### src/rtl/fm_sb_pkg.sv
// fm_sb_pkg: shared constants and freeze-sequencer state encoding for the FM spy-buffer bank
package fm_sb_pkg;
  localparam int sb_mapped_n = 32;
  localparam int pt_w = 10;
  typedef enum logic [1:0] {
    st_idle   = 2'd0,
    st_armed  = 2'd1,
    st_post   = 2'd2,
    st_frozen = 2'd3
  } fm_frz_state_t;
endpackage

### src/rtl/fm_sat_counter.sv
// fm_sat_counter: saturating up-counter with synchronous clear
module fm_sat_counter #(
  parameter int W = 16
) (
  input  logic         clk,
  input  logic         clr,
  input  logic         inc,
  output logic [W-1:0] cnt
);
  always_ff @(posedge clk)
    cnt <= clr ? '0 : (inc && !(&cnt)) ? cnt + W'(1) : cnt;
endmodule

### src/rtl/fm_freeze_seq.sv
// fm_freeze_seq: arm/trigger/post-window/freeze sequencer driving the spy-buffer freeze vector
module fm_freeze_seq
  import fm_sb_pkg::*;
#(
  parameter int SB_N  = sb_mapped_n,
  parameter int PT_W  = pt_w,
  parameter int CNT_W = 16
) (
  input  logic             clk_hs,
  input  logic             rst_hs,
  input  logic             arm,
  input  logic             sw_trig,
  input  logic             hw_trig,
  input  logic [SB_N-1:0]  trig_mask,
  input  logic [PT_W-1:0]  post_trig,
  input  logic             rel,
  output logic [SB_N-1:0]  freeze,
  output logic [1:0]       state_o,
  output logic             frozen,
  output logic [CNT_W-1:0] trig_count,
  output logic [CNT_W-1:0] drop_count
);
  fm_frz_state_t state, nxt;
  logic hw_q, hw_edge, trg, accept, frozen_d;
  logic [SB_N-1:0] mask_q, freeze_d;
  logic [PT_W-1:0] pt_cnt;
  assign trg = sw_trig | hw_edge;
  assign accept = state == st_armed && trg && !rel;
  assign state_o = state;
  always_ff @(posedge clk_hs)
    state <= rst_hs ? st_idle : nxt;
  always_comb begin
    nxt = rel                                 ? st_idle   :
          (state == st_idle  && arm)          ? st_armed  :
          (state == st_armed && trg)          ? st_post   :
          (state == st_post  && pt_cnt == '0) ? st_frozen : state;
  end
  always_comb begin
    freeze_d = (nxt == st_frozen) ? mask_q : '0;
    frozen_d = nxt == st_frozen;
  end
  // hw_q resets high so a level already asserted out of reset is not taken as an edge
  always_ff @(posedge clk_hs) begin
    if (rst_hs) begin
      hw_q    <= 1'b1;
      hw_edge <= 1'b0;
      mask_q  <= '0;
      pt_cnt  <= '0;
      freeze  <= '0;
      frozen  <= 1'b0;
    end else begin
      hw_q    <= hw_trig;
      hw_edge <= hw_trig & ~hw_q;
      mask_q  <= accept ? trig_mask : mask_q;
      pt_cnt  <= accept                                ? post_trig      :
                 (state == st_post && rel)             ? '0             :
                 (state == st_post && pt_cnt != '0)    ? pt_cnt - PT_W'(1) : pt_cnt;
      freeze  <= freeze_d;
      frozen  <= frozen_d;
    end
  end
  fm_sat_counter #(.W(CNT_W)) u_trig_cnt (
    .clk(clk_hs), .clr(rst_hs), .inc(state == st_armed && trg), .cnt(trig_count)
  );
  fm_sat_counter #(.W(CNT_W)) u_drop_cnt (
    .clk(clk_hs), .clr(rst_hs), .inc(state != st_armed && trg), .cnt(drop_count)
  );
endmodule

### config.mk
export PLATFORM = sky130hd
export DESIGN_NAME = fm_freeze_seq
export DESIGN_NICKNAME = d
export VERILOG_FILES = /design/src/rtl/fm_sb_pkg.sv /design/src/rtl/fm_sat_counter.sv /design/src/rtl/fm_freeze_seq.sv
export SDC_FILE = /design/constraint.sdc
export NUM_CORES = 1
export LEC_CHECK = 0
export CORE_MARGIN = 5
export CORE_UTILIZATION = 40
export DETAILED_ROUTE_END_ITERATION = 7
export PLACE_DENSITY = 0.71
export SKIP_LAST_GASP = 1
export SYNTH_ARGS = -nofsm -noshare
export SYNTH_HDL_FRONTEND = slang
export SYNTH_SLANG_ARGS = --single-unit
### constraint.sdc
create_clock -name clk_hs -period 4.23 [get_ports clk_hs]
set_input_delay 0.846 -clock clk_hs [delete_from_list [all_inputs] [get_ports clk_hs]]
set_output_delay 0.846 -clock clk_hs [all_outputs]
set_load 0.01 [all_outputs]
== After elaboration in Yosys (flattened, before gate mapping) ==
Cells that the tools add are included.

* $add $sub $neg: 3
* Multiply operators: 0
* Divide/modulo/power cells: 0
* Order comparisons: 0
* Eq/ne operators: 4
* Shift operators: 0
* Mux-type cells: 7
* Bitwise gates (word level): 4
* Reduce and logical (&&, ||, !) cells: 19

{| class="wikitable"
|+ Operator list
! operator !! number
|-
| adder 16 x 1 -> 16 bit, second input constant || 2
|-
| AND reduction 16 bit || 2
|-
| two-way mux 10 bit || 3
|-
| logical NOT 10 bit || 1
|-
| nonzero test 10 bit || 1
|-
| subtractor 10 x 1 -> 10 bit, second input constant || 1
|-
| logical AND 1 bit || 9
|-
| two-way mux 2 bit || 4
|-
| equality test 2 bit, second input constant || 2
|-
| logical NOT 1 bit || 3
|-
| nonzero test 3 bit || 1
|-
| equality test 2 x 1 -> 1 bit, second input constant || 1
|-
| logical NOT 2 bit || 1
|-
| != test 2 x 1 -> 1 bit, second input constant || 1
|-
| NOT 1 bit || 2
|-
| OR reduction 2 bit || 1
|-
| AND 1 bit || 1
|-
| OR 1 bit || 1
|}

* Register bits: 111
* Bits in latches: 0
* RAM bits: 0
* Bits in read-only memories: 0
* Input port bits: 48
* Output and inout bits: 67
* Logic and storage cells: 46
* Memories kept: 0

== Depth between registers and ports, before layout ==
Gate-level depths: netlist of run 1.

* Depth after elaboration: 9
* Gate-level depth with buffers: 7
* Gate-level depth less buffers: 6

== Cells and area by module ==
From an unflattened synthesis of run 1, not the netlist that was laid out.

* Cell total of the unflattened synthesis: 503
* Area, all modules: 4491.8 µm²

{| class="wikitable"
|+ Modules (own cells, without submodules)
! module !! times used !! cells an instance !! area an instance (µm²) !! seq. area each (µm²)
|-
| fm_freeze_seq || 1 || 311 || 2825.2 || 1581.5
|-
| fm_sat_counter || 2 || 96 || 833.3 || 320.3
|}

== Worst setup path before layout of run 1 ==
OpenSTA, ideal clock, no wires.

* Kind: in2reg
* Start point: input sw_trig
* End point: register u_drop_cnt.cnt[15]
* Setup time: 0.121 ns
* Arrival: 2.049 ns
* Data required time: 4.109 ns
* Slack: 2.060 ns
* Cell stages on the path: 5
* Buffers on the path: 1
* Path through: or2_2 -> clkbuf_1 -> nand4_1 -> nor4_1 -> mux2_2

* Cells in the longest elaborated chain, start to end: 3

{| class="wikitable"
|+ Ends and longest elaborated chain
! what !! line !! RTL
|-
| from (decl) || fm_freeze_seq.sv:12 || <nowiki>input logic sw_trig,</nowiki>
|-
| OR 1 bit || fm_freeze_seq.sv:27 || <nowiki>assign trg = sw_trig | hw_edge;</nowiki>
|-
| logical AND 1 bit || fm_freeze_seq.sv:66 || <nowiki>.clk(clk_hs), .clr(rst_hs), .inc(state != st_armed && trg), .cnt(drop_count)</nowiki>
|-
| logical AND 1 bit || fm_sat_counter.sv:11 || <nowiki>cnt <= clr ? '0 : (inc && !(&cnt)) ? cnt + W'(1) : cnt;</nowiki>
|-
| to (signal assigned) || fm_sat_counter.sv:11 ||
|-
| to (decl) || fm_sat_counter.sv:8 || <nowiki>output logic [W-1:0] cnt</nowiki>
|}

No other way between the ends.
A chain may end at the register's enable or synchronous reset.

== Final worst setup path of run 1 ==
* Start point: register state[0] (netlist: state_o[0])
* End point: register mask_q[2]

* Cells in the longest elaborated chain, start to end: 3

{| class="wikitable"
|+ Ends and longest elaborated chain
! what !! line !! RTL
|-
| from (decl) || fm_freeze_seq.sv:23 || <nowiki>fm_frz_state_t state, nxt;</nowiki>
|-
| from (signal assigned) || fm_freeze_seq.sv:31 || <nowiki>state <= rst_hs ? st_idle : nxt;</nowiki>
|-
| equality test 2 x 1 -> 1 bit || fm_freeze_seq.sv:28 || <nowiki>assign accept = state == st_armed && trg && !rel;</nowiki>
|-
| logical AND 1 bit (2 in a row) || fm_freeze_seq.sv:28 ||
|-
| to (signal assigned) || fm_freeze_seq.sv:54 || <nowiki>mask_q <= accept ? trig_mask : mask_q;</nowiki>
|-
| to (decl) || fm_freeze_seq.sv:25 || <nowiki>logic [SB_N-1:0] mask_q, freeze_d;</nowiki>
|}

No other way between the ends.

==> results of run 1 <==
-- Yosys cell counts, drive strengths merged (2+ instances only) --
cell,instances
ha,4
clkbuf,22
and3,3
mux2,12
or4,12
nand4,14
o21ai,10
inv,9
a21oi,52
o211ai,2
o41ai,4
o21a,3
nand2b,3
buf,7
o31ai,9
mux2i,2
o31a,2
or2,5
nor3,17
a21o,2
or3,4
o22ai,2
o211a,2
nor2,20
and4,3
a31oi,2
dfxtp,111
nor4,10
o311ai,4
nand3,15
nand2,82
and2,34
a211oi,6
nor2b,13
-- state kept, by name (all words and copies together) (netlist names) --
register,cells
frozen,1
hw_edge,1
freeze,32
pt_cnt,10
u_drop_cnt.cnt,16
u_trig_cnt.cnt,16
hw_q,1
mask_q,32
state_o,2
-- worst paths after layout --
| check | endpoint | depth (start not counted) | from |
|---|---|---|---|
| max | mask_q[2] | 4 | state_o[0] |
| min | hw_edge | 1 | hw_q |
| max reg2reg | mask_q[2] | 4 | state_o[0] |
| min reg2reg | hw_edge | 1 | hw_q |
-- area by class of cell --
class	instances	area, sq um
sequential	111	2220
tap	140	175
fill	1011	4910
inverter	9	33.8
clock inverter	7	91.3
clock buffer	9	225
timing repair buffer	118	1170
multi-input combinational	367	2160
-- power by group through the flow --
stage | logic, mW | registers (mW) | clock network (mW)
finish | 0.173 | 1.07 | 0.873
global route | 0.191 | 1.08 | 0.953
CTS | 0.174 | 1.07 | 0.897
detailed placement | 0.173 | 1.10 | 0
global placement | 0.170 | 1.10 | 0
floorplan | 0.0998 | 1.09 | 0
-- cell usage in the layout, fill, tap and decap left out, types with 13 or more instances in the layout --
cell type,count
nor2_1,20
a21oi_1,52
dfxtp_1,111
nor3_1,15
nand3_1,15
nor2b_1,13
nand2_1,82
and2_1,34
clkdlybuf4s50_1,113
nand4_1,14
-- through the flow --
step                setup WS [ns]  total power [mW]  utilization  cells  instance area [sq um]
floorplan                    2.06              1.19            -    516                   4530
global placement             1.41              1.27        0.524    745                   5750
detailed placement           1.33              1.27        0.524    745                   5750
CTS                          1.55              2.14        0.553    761                   6070
global route                 1.26              2.22        0.553    761                   6070
finish                       1.56              2.12        0.553    761                   6070
-- critical path, stage by stage, from the launching register on --
cell and delay [ns]:
dfxtp_1 0.51, nor2b_1 0.77, nand2_1 0.87, nand2_1 0.28, a21oi_1 0.09
-- routing by layer --
layer  vias to the layer above  global-route usage  share of wire
li1                       2034                   -              -
met1                      1883               0.225           0.45
met2                       123               0.270           0.46
met3                         8              0.0570          0.078
met4                         0              0.0410          0.010
met5                         -                   0              0
-- cells by family (layout without fill, tap and decap cells) --
group | count (synthesis) | count (layout) | share of synthesized area
AO/OA/AOI/OAI | 110 | 110 | 0.153
XOR/XNOR | 1 | 1 | 0.00193
adder cells (fa/ha/maj) | 4 | 4 | 0.0110
buffers and inverters | 38 | 143 | 0.0345
flip-flops | 111 | 111 | 0.490
multiplexers | 14 | 14 | 0.0342
AND/OR/NAND/NOR | 238 | 238 | 0.275
==> summary.md, run 1 <==
| Metric | Value |
|---|---|
| GRT Overall Usage | 0.170 |
| ANT cells | 0 |
| Sw Pwr | 543 uW |
| Largest net degree at the start of global routing | 79 |
| Final setup vio count | 0 |
| Synth top area share | 0.490 |
| Outcome | complete, no violations |
| H-tree depth | 3 |
| Leakage | 2.12 nW |
| Area grow syn2layout | 34.0% |
| First-pass GRT wire length | 18700 um |
| Post-DP HPWL | 8130 um |
| Top cell type by total area after synthesis | dfxtp_1 |
| Kind of critical path | reg -> reg |
| Max clock buf depth | 2 |
| Cell Area, Synth | 4530 sq um |
| Initial antenna violation count | 0 |
| Gr ovfl total | 0 |
| Die Span Y | 116 um |
| Gpl congestion | 0.860 |
| Root Buffer | clkbuf_16 |
| Row cnt | 38 |
| Comb pwr share | 0.082 |
| CP Launch Type | flip-flop |
| Cells after Synth | 516 |
| Arrival time worst endpoint | 2.86 ns |
| CTS tree | built |
| Post-Syn Area per Cell | 8.78 sq um |
| Sw Ratio | 0.256 |
| Initial DRC count | 226 |
| Via count | 4048 |
| Final #Nets | 668 |
| Core area | 11000 sq um |
| Routed Antenna Nets | 0 |
| PortBufs | 114 |
| Total Wirelength | 11500 um |
| Sequential Power Share | 0.507 |
| Final period util | 0.632 |
| Post-synth EDFFs | 0 |
| DRC | 0 |
| Resize count post-CTS | 0 |
| Synth cell types | 55 |
| Post-CTS Setup Repair Bufs | 0 |
| Hold-fix buffers, CTS | 0 |
| Clock network power share | 0.412 |
| Worst Skew | 0.0120 ns |
| Wire per inst | 15.1 um |
| Yosys warns | 0 |
| Setup_tns | 0 ns |
| Hold Vio Cnt, Final | 0 |
| Top post-synthesis cells by area | dfxtp_1 49%, nand2_1 6.8%, a21oi_1 5.7% |
| Die ar. | 13600 sq um |
| I/O pin total | 115 |
| Slew Viols, Final | 0 |
| Min-Delay Path Class | reg -> reg |
| Ys async rst share | 0 |
| Seq/Total Area, Yosys | 0.490 |
| Fmax | 374 MHz |
| Period minus WS final | 2.67 ns |
| Max_slew headroom | 0.310 |
| CP required | 4.42 ns |
| PwrDens | 349 nW/um^2 |
| Cell-internal power | 1.58 mW |
| Vias/cell | 5.32 |
| Starting Density | 0.413 |
| Layout cells sized above 1 | 0.0725 |
| Vias in the first global route | 3827 |
| Crit-path max FO | 32 |
| Most used DFF post-synth | dfxtp_1 |
| R2r setup slk | 1.56 ns |
| VDD IR-drop max | 0.200 mV |
| Hold_ws | 0.399 ns |
| Max Cap Violations | 0 |
| Clk sinks | 111 |
| Clock transition at path regs | 0.08 ns |
| Tightest Pin Transition | 1.03 ns |
| Net count after synthesis | 568 |
| Element type at the critical path end | flip-flop |
| Clk_lat worst skew | 0.35 ns |
| DR pass1 iterations | 4 |
| RSZ-0062 raised after global routing | no |
| Synthesized flop and latch total | 111 |
| TritonCTS buffer count | 9 |
| Die width | 116 um |
Power figures use the tool's default switching activity.
==> inputs of run 2 (changes only) <==
--- a/config.mk
+++ b/config.mk
@@ -8,7 +8,7 @@
 export CORE_MARGIN = 5
 export CORE_UTILIZATION = 40
 export DETAILED_ROUTE_END_ITERATION = 7
-export PLACE_DENSITY = 0.71
+export PLACE_DENSITY = 0.74
 export SKIP_LAST_GASP = 1
 export SYNTH_ARGS = -nofsm -noshare
 export SYNTH_HDL_FRONTEND = slang
==> constraint.sdc (replaced) <==
create_clock -name clk_hs -period 2.4 [get_ports clk_hs]
set_input_delay 0.48 -clock clk_hs [delete_from_list [all_inputs] [get_ports clk_hs]]
set_output_delay 0.48 -clock clk_hs [all_outputs]
set_load 0.01 [all_outputs]
==> run 2 against run 1 <==
  * Non-clock buffer count rose by 13
  * Utilization rose by 0.88 points
  * Setup slack got worse by 1.2 ns
  * Worst hold slack got worse by 0.0027 ns
  * Clock power rose by 65%
  * Wire length rose by 2.5%
  * Power rose by 73%
  * Critical endpoint is now pt_cnt[9]
  * Sequential power rose by 77%
  * Die area did not move
  * Maximum frequency rose by 28%
  * Sequential share of layout area fell by 0.57 points
  * Highest routed layer unchanged
==> summary.md, run 2 (synthesis gave the netlist of run 1 again) <==
| Metric | Value |
|---|---|
| Initial DRC count | 209 |
| Hold-fix buffers, CTS | 0 |
| Final period util | 0.871 |
| Starting Density | 0.413 |
| DR pass1 iterations | 5 |
| Final Worst Setup Slack | 0.309 ns |
| PortBufs | 114 |
| Clk sinks | 111 |
| First-pass GRT wire length | 19100 um |
| Tightest Pin Transition | 0.499 ns |
| Slew Viols, Final | 0 |
| Final core occ | 0.562 |
| Fin area | 6170 sq um |
| Area grow syn2layout | 36.1% |
| Biggest regs | freeze x32, mask_q x32 |
| Via count | 4158 |
| Hold Vio Cnt, Final | 0 |
| Wire per inst | 15.2 um |
| DRC | 0 |
| Arrival time worst endpoint | 2.33 ns |
| Hold_ws | 0.396 ns |
| PwrDens | 593 nW/um^2 |
| Kind of critical path | reg -> reg |
| Most common cell after layout, fill and taps aside | clkdlybuf4s50_1 |
| Row cnt | 38 |
| Crit-path max FO | 11 |
| CTS tree | built |
| Leading cell types in the layout, fill and taps excluded | 113 x clkdlybuf4s50_1, 111 x dfxtp_1, 82 x nand2_1 |
| Max_slew headroom | 0.664 |
| Die ar. | 13600 sq um |
| Vias in the first global route | 3949 |
| Leakage | 2.18 nW |
| Post-CTS Setup Repair Bufs | 0 |
| Max clock buf depth | 2 |
| ANT cells | 0 |
| H-tree depth | 3 |
| Gr ovfl total | 0 |
| Cell Area, Placed | 5880 sq um |
| Fillers | 971 |
| RSZ-0062 raised after global routing | no |
| CP required | 2.64 ns |
| Fmax | 478 MHz |
| Die width | 116 um |
| Die Span Y | 116 um |
| Worst Skew | 0.0104 ns |
| Routed Antenna Nets | 0 |
| Clock transition at path regs | 0.07 ns |
| TritonCTS buffer count | 9 |
| Element type at the critical path end | flip-flop |
| Gpl congestion | 0.868 |
| Post-DP HPWL | 8330 um |
| I/O pin total | 115 |
| VDD IR-drop max | 0.304 mV |
| Final #Nets | 681 |
| Final setup vio count | 0 |
| Max Cap Violations | 0 |
| Period minus WS final | 2.09 ns |
| Setup_tns | 0 ns |
| Total Wirelength | 11800 um |
| Place WS | -0.0121 ns |
| Vias/cell | 5.37 |
| Layout cells sized above 1 | 0.0915 |
| GRT Overall Usage | 0.174 |
| Min-Delay Path Class | reg -> reg |
| Outcome | complete, no violations |
| CP Launch Type | flip-flop |
| Clk_lat worst skew | 0.34 ns |
| Core area | 11000 sq um |
| Largest net degree at the start of global routing | 44 |
| Initial antenna violation count | 0 |
| Root Buffer | clkbuf_16 |
| Resize count post-CTS | 0 |
-- run 2: power breakdown --
part	total [mW]	switching, mW	internal [mW]	leakage [nW]
Combinational	0.329	0.160	0.169	1.14
Sequential	1.89	0.0250	1.87	0.896
Clock	1.44	0.691	0.748	0.139
-- run 2: cell type report --
cell class                 count  area, sq um  area share
clock buffer                  10          239      0.0388
inverter                       9         33.8     0.00548
multi-input combinational    367         2160       0.350
sequential                   111         2220       0.360
tap                          140          175      0.0284
timing repair buffer         131         1290       0.209
clock inverter                 6         51.3     0.00832
-- run 2: critical path, cell delays in order (launching register included) --
cell and delay [ns]:
dfxtp_1 0.37, or4_4 0.62, o31a_1 0.45, mux2_1 0.35, o211a_1 0.20
-- run 2: final timing paths --
| check | start | to | slack, ns | cells past startpoint |
|---|---|---|---|---|
| max | pt_cnt[2] | pt_cnt[9] | 0.31 | 4 |
| min | hw_q | hw_edge | 0.40 | 1 |
| max reg2reg | pt_cnt[2] | pt_cnt[9] | 0.31 | 4 |
| min reg2reg | hw_q | hw_edge | 0.40 | 1 |
-- run 2: layer usage --
layer / wire, um / vias up / track usage
met5: 0 / - / 0
met3: 928 / 12 / 0.0461
li1: - / 2062 / -
met4: 112 / 0 / 0.0495
met1: 5160 / 1927 / 0.225
met2: 5560 / 157 / 0.288
-- run 2: metrics by stage --
| stage | std cells | power (mW) |
|---|---|---|
| 5_1_grt | 774 | 3.82 |
| 6_report | 774 | 3.66 |
| 3_3_place_gp | 758 | 2.25 |
| 3_5_place_dp | 758 | 2.26 |
| 4_1_cts | 774 | 3.70 |
| 2_1_floorplan | 516 | 2.11 |
==> inputs of run 3 (changes only) <==
--- a/config.mk
+++ b/config.mk
@@ -10,6 +10,8 @@
 export DETAILED_ROUTE_END_ITERATION = 7
 export PLACE_DENSITY = 0.74
 export SKIP_LAST_GASP = 1
+export SLEW_MARGIN = 20
 export SYNTH_ARGS = -nofsm -noshare
 export SYNTH_HDL_FRONTEND = slang
+export SYNTH_HIERARCHICAL = 1
 export SYNTH_SLANG_ARGS = --single-unit
==> run 3 against run 2 <==
  * Flip-flop and latch count is the same
  * Non-clock buffer count grew 7
  * Wire length shrank 6.3%
  * Die area shrank 0.78%
  * Global-route usage shrank 1.1 points
  * Register-to-register slack gained 0.03 ns
  * Count of clock-buffer cells in the layout shrank 1
  * Cell count shrank 0.13%
  * Utilization grew 0.13 points
  * Via count shrank 4.3%
  * Sequential power is essentially flat
  * Largest power group unchanged
  * Highest routed layer unchanged
==> summary.md, run 3 <==
| Metric | Value |
|---|---|
| Outcome | complete, no violations |
| Max_slew headroom | 0.608 |
| Starting Density | 0.411 |
| Sw Pwr | 934 uW |
| Kind of critical path | in -> reg |
| I/O pin total | 115 |
| DR pass1 iterations | 5 |
| VDD IR-drop max | 0.472 mV |
| Hold_sp | hw_q |
| Met1 usage | 0.200 |
| Sequential Power Share | 0.508 |
| Top post-synthesis cells by area | dfxtp_1 49%, nand2_1 7.5%, a21oi_1 5.6% |
| CP required | 2.64 ns |
| Critical R2R Launch | state_o[1] |
| Largest net degree at the start of global routing | 34 |
| Yosys warns | 6 |
| Biggest regs | freeze x32, mask_q x32 |
| Tightest Pin Transition | 0.573 ns |
| Slew Viols, Final | 0 |
| Crit path from | sw_trig |
| Synth cell types | 54 |
| Max Cap Violations | 0 |
| Hold Vio Cnt, Final | 0 |
| Synthesized flop and latch total | 111 |
| Clk sinks | 111 |
| Post-Syn Area per Cell | 8.93 sq um |
| Cell Area, Placed | 5840 sq um |
| Vias in the first global route | 3815 |
| Gr busiest metal | met2 |
| Initial DRC count | 144 |
| R2r setup slk | 0.34 ns |
| Clock transition at path regs | 0.08 ns |
| Leakage | 2.14 nW |
| Synth top area share | 0.495 |
| Root Buffer | clkbuf_16 |
| Resize count post-CTS | 0 |
| Vias/cell | 5.15 |
| Final setup vio count | 0 |
| Cells after Synth | 503 |
| Total Wirelength | 11000 um |
| Min-Delay Path Class | reg -> reg |
| Initial antenna violation count | 0 |
| Most common cell after layout, fill and taps aside | clkdlybuf4s50_1 |
| Comb pwr share | 0.080 |
| Most common cell in the netlist | dfxtp_1 |
| Routed Antenna Nets | 0 |
| Die Span Y | 116 um |
| GRT Overall Usage | 0.164 |
| Fmax | 465 MHz |
| First-pass GRT wire length | 17900 um |
| Max clock buf depth | 2 |
| Final period util | 0.897 |
| Most used DFF post-synth | dfxtp_1 |
| Area grow syn2layout | 37.0% |
| Gr ovfl total | 0 |
| H-tree depth | 3 |
| Row cnt | 38 |
| TritonCTS buffer count | 9 |
| Grt met2 use | 0.287 |
| Placed Cells incl. Taps | 757 |
| Layout cells sized above 1 | 0.0916 |
| Wire per inst | 14.3 um |
| Post-DP HPWL | 8060 um |
| Gpl congestion | 0.841 |
| Worst-path cell chain | clkdlybuf4s50_1 -> o21ai_1 -> nor2_1 -> nand2_1 -> or3_1 -> nor4_1 -> mux2_2 |
| DRC | 0 |
| Post-CTS Setup Repair Bufs | 0 |
| Final cell count without fillers | 773 |
| Fin area | 6150 sq um |
| Arrival time worst endpoint | 2.39 ns |
| Crit-path max FO | 5 |
| Die width | 116 um |
| Clock network power share | 0.412 |
| Via count | 3978 |
| Cell Area, Synth | 4490 sq um |
| Ys async rst share | 0 |
| CP max stage cell | clkdlybuf4s50_1 |
| Fillers | 1013 |
| CP Launch Type | input port |
| Core area | 10900 sq um |
| Period minus WS final | 2.15 ns |
| Final #Nets | 680 |
| RSZ-0062 raised after global routing | no |
| Net count after synthesis | 555 |
| Post-synth EDFFs | 0 |
| Sw Ratio | 0.251 |
| ANT cells | 0 |
| CTS tree | built |
| PwrDens | 604 nW/um^2 |
| Top cell type by total area after synthesis | dfxtp_1 |
| PortBufs | 114 |
| Leading cell types in the layout, fill and taps excluded | 113 x clkdlybuf4s50_1, 111 x dfxtp_1, 90 x nand2_1 |
| Seq/Total Area, Yosys | 0.495 |
| Worst Skew | 0.0146 ns |
| Cell-internal power | 2.78 mW |
| Clk_lat worst skew | 0.35 ns |
| Max stage delay on crit path | 0.48 ns |
| Hold-fix buffers, CTS | 0 |
| Grt met3 use | 0.0376 |
| Die ar. | 13400 sq um |
| Element type at the critical path end | flip-flop |
| Synth cell count leaders | 111 x dfxtp_1, 90 x nand2_1, 50 x a21oi_1 |
==> run 3: cell type report <==
type / count / area (sq um) / share of cell area
clock buffers: 9 / 225 / 0.0366
clock inverters: 7 / 91.3 / 0.0148
inverters: 7 / 26.3 / 0.00427
multi-input cells: 361 / 2100 / 0.341
flip-flops and latches: 111 / 2220 / 0.361
well taps: 140 / 175 / 0.0285
repair buffers: 138 / 1320 / 0.214
==> run 3: worst paths after layout <==
path                            cells after the start                  to
worst max-delay path                                7  u_trig_cnt/cnt[15]
worst min register to register                      1             hw_edge
worst min-delay path                                1             hw_edge
worst max register to register                      7  u_drop_cnt/cnt[10]
==> run 3: metrics by stage <==
stage / utilization / worst slack, ns / TNS (ns) / total power [mW] / hold WS [ns]
after CTS: 0.563 / 0.266 / 0 / 3.76 / 0.407
after global routing: 0.563 / 0.0207 / 0 / 3.88 / 0.427
after floorplan: - / 0.258 / 0 / 2.08 / 0.373
after global placement: 0.534 / -0.0422 / -0.0422 / 2.22 / 0.381
final: 0.563 / 0.248 / 0 / 3.72 / 0.399
after detailed placement: 0.534 / -0.108 / -0.275 / 2.23 / 0.392
==> run 3: metal layers <==
metal	part of all wire	wire, um	vias to the layer above
met2	0.51	5580	109
li1	-	-	2020
met1	0.42	4670	1837
met3	0.056	620	12
met5	0	0	-
met4	0.014	150	0
==> run 3: power by group through the flow <==
| stage | sequential, mW | clock, mW | combinational, mW |
|---|---|---|---|
| floorplan | 1.93 | 0 | 0.153 |
| global placement | 1.93 | 0 | 0.288 |
| detailed placement | 1.93 | 0 | 0.295 |
| CTS | 1.89 | 1.57 | 0.298 |
| global route | 1.89 | 1.66 | 0.327 |
| finish | 1.89 | 1.53 | 0.298 |
==> run 3: cells by family after synthesis <==
family          count (synthesis)  share of synthesized area
compound gates                 98                      0.140
xor+xnor                        9                     0.0175
fa+ha+maj                       4                     0.0111
buf+inv                        31                     0.0387
flops                         111                      0.495
mux                             8                     0.0189
simple gates                  242                      0.279
==> run 3: worst max-delay path, delay by kind of cell <==
kind / cells / cell delay (ns)
AO/OA/AOI/OAI: 1 / 0.09
multiplexers: 1 / 0.36
AND/OR/NAND/NOR: 4 / 0.97
buffers and inverters: 1 / 0.48
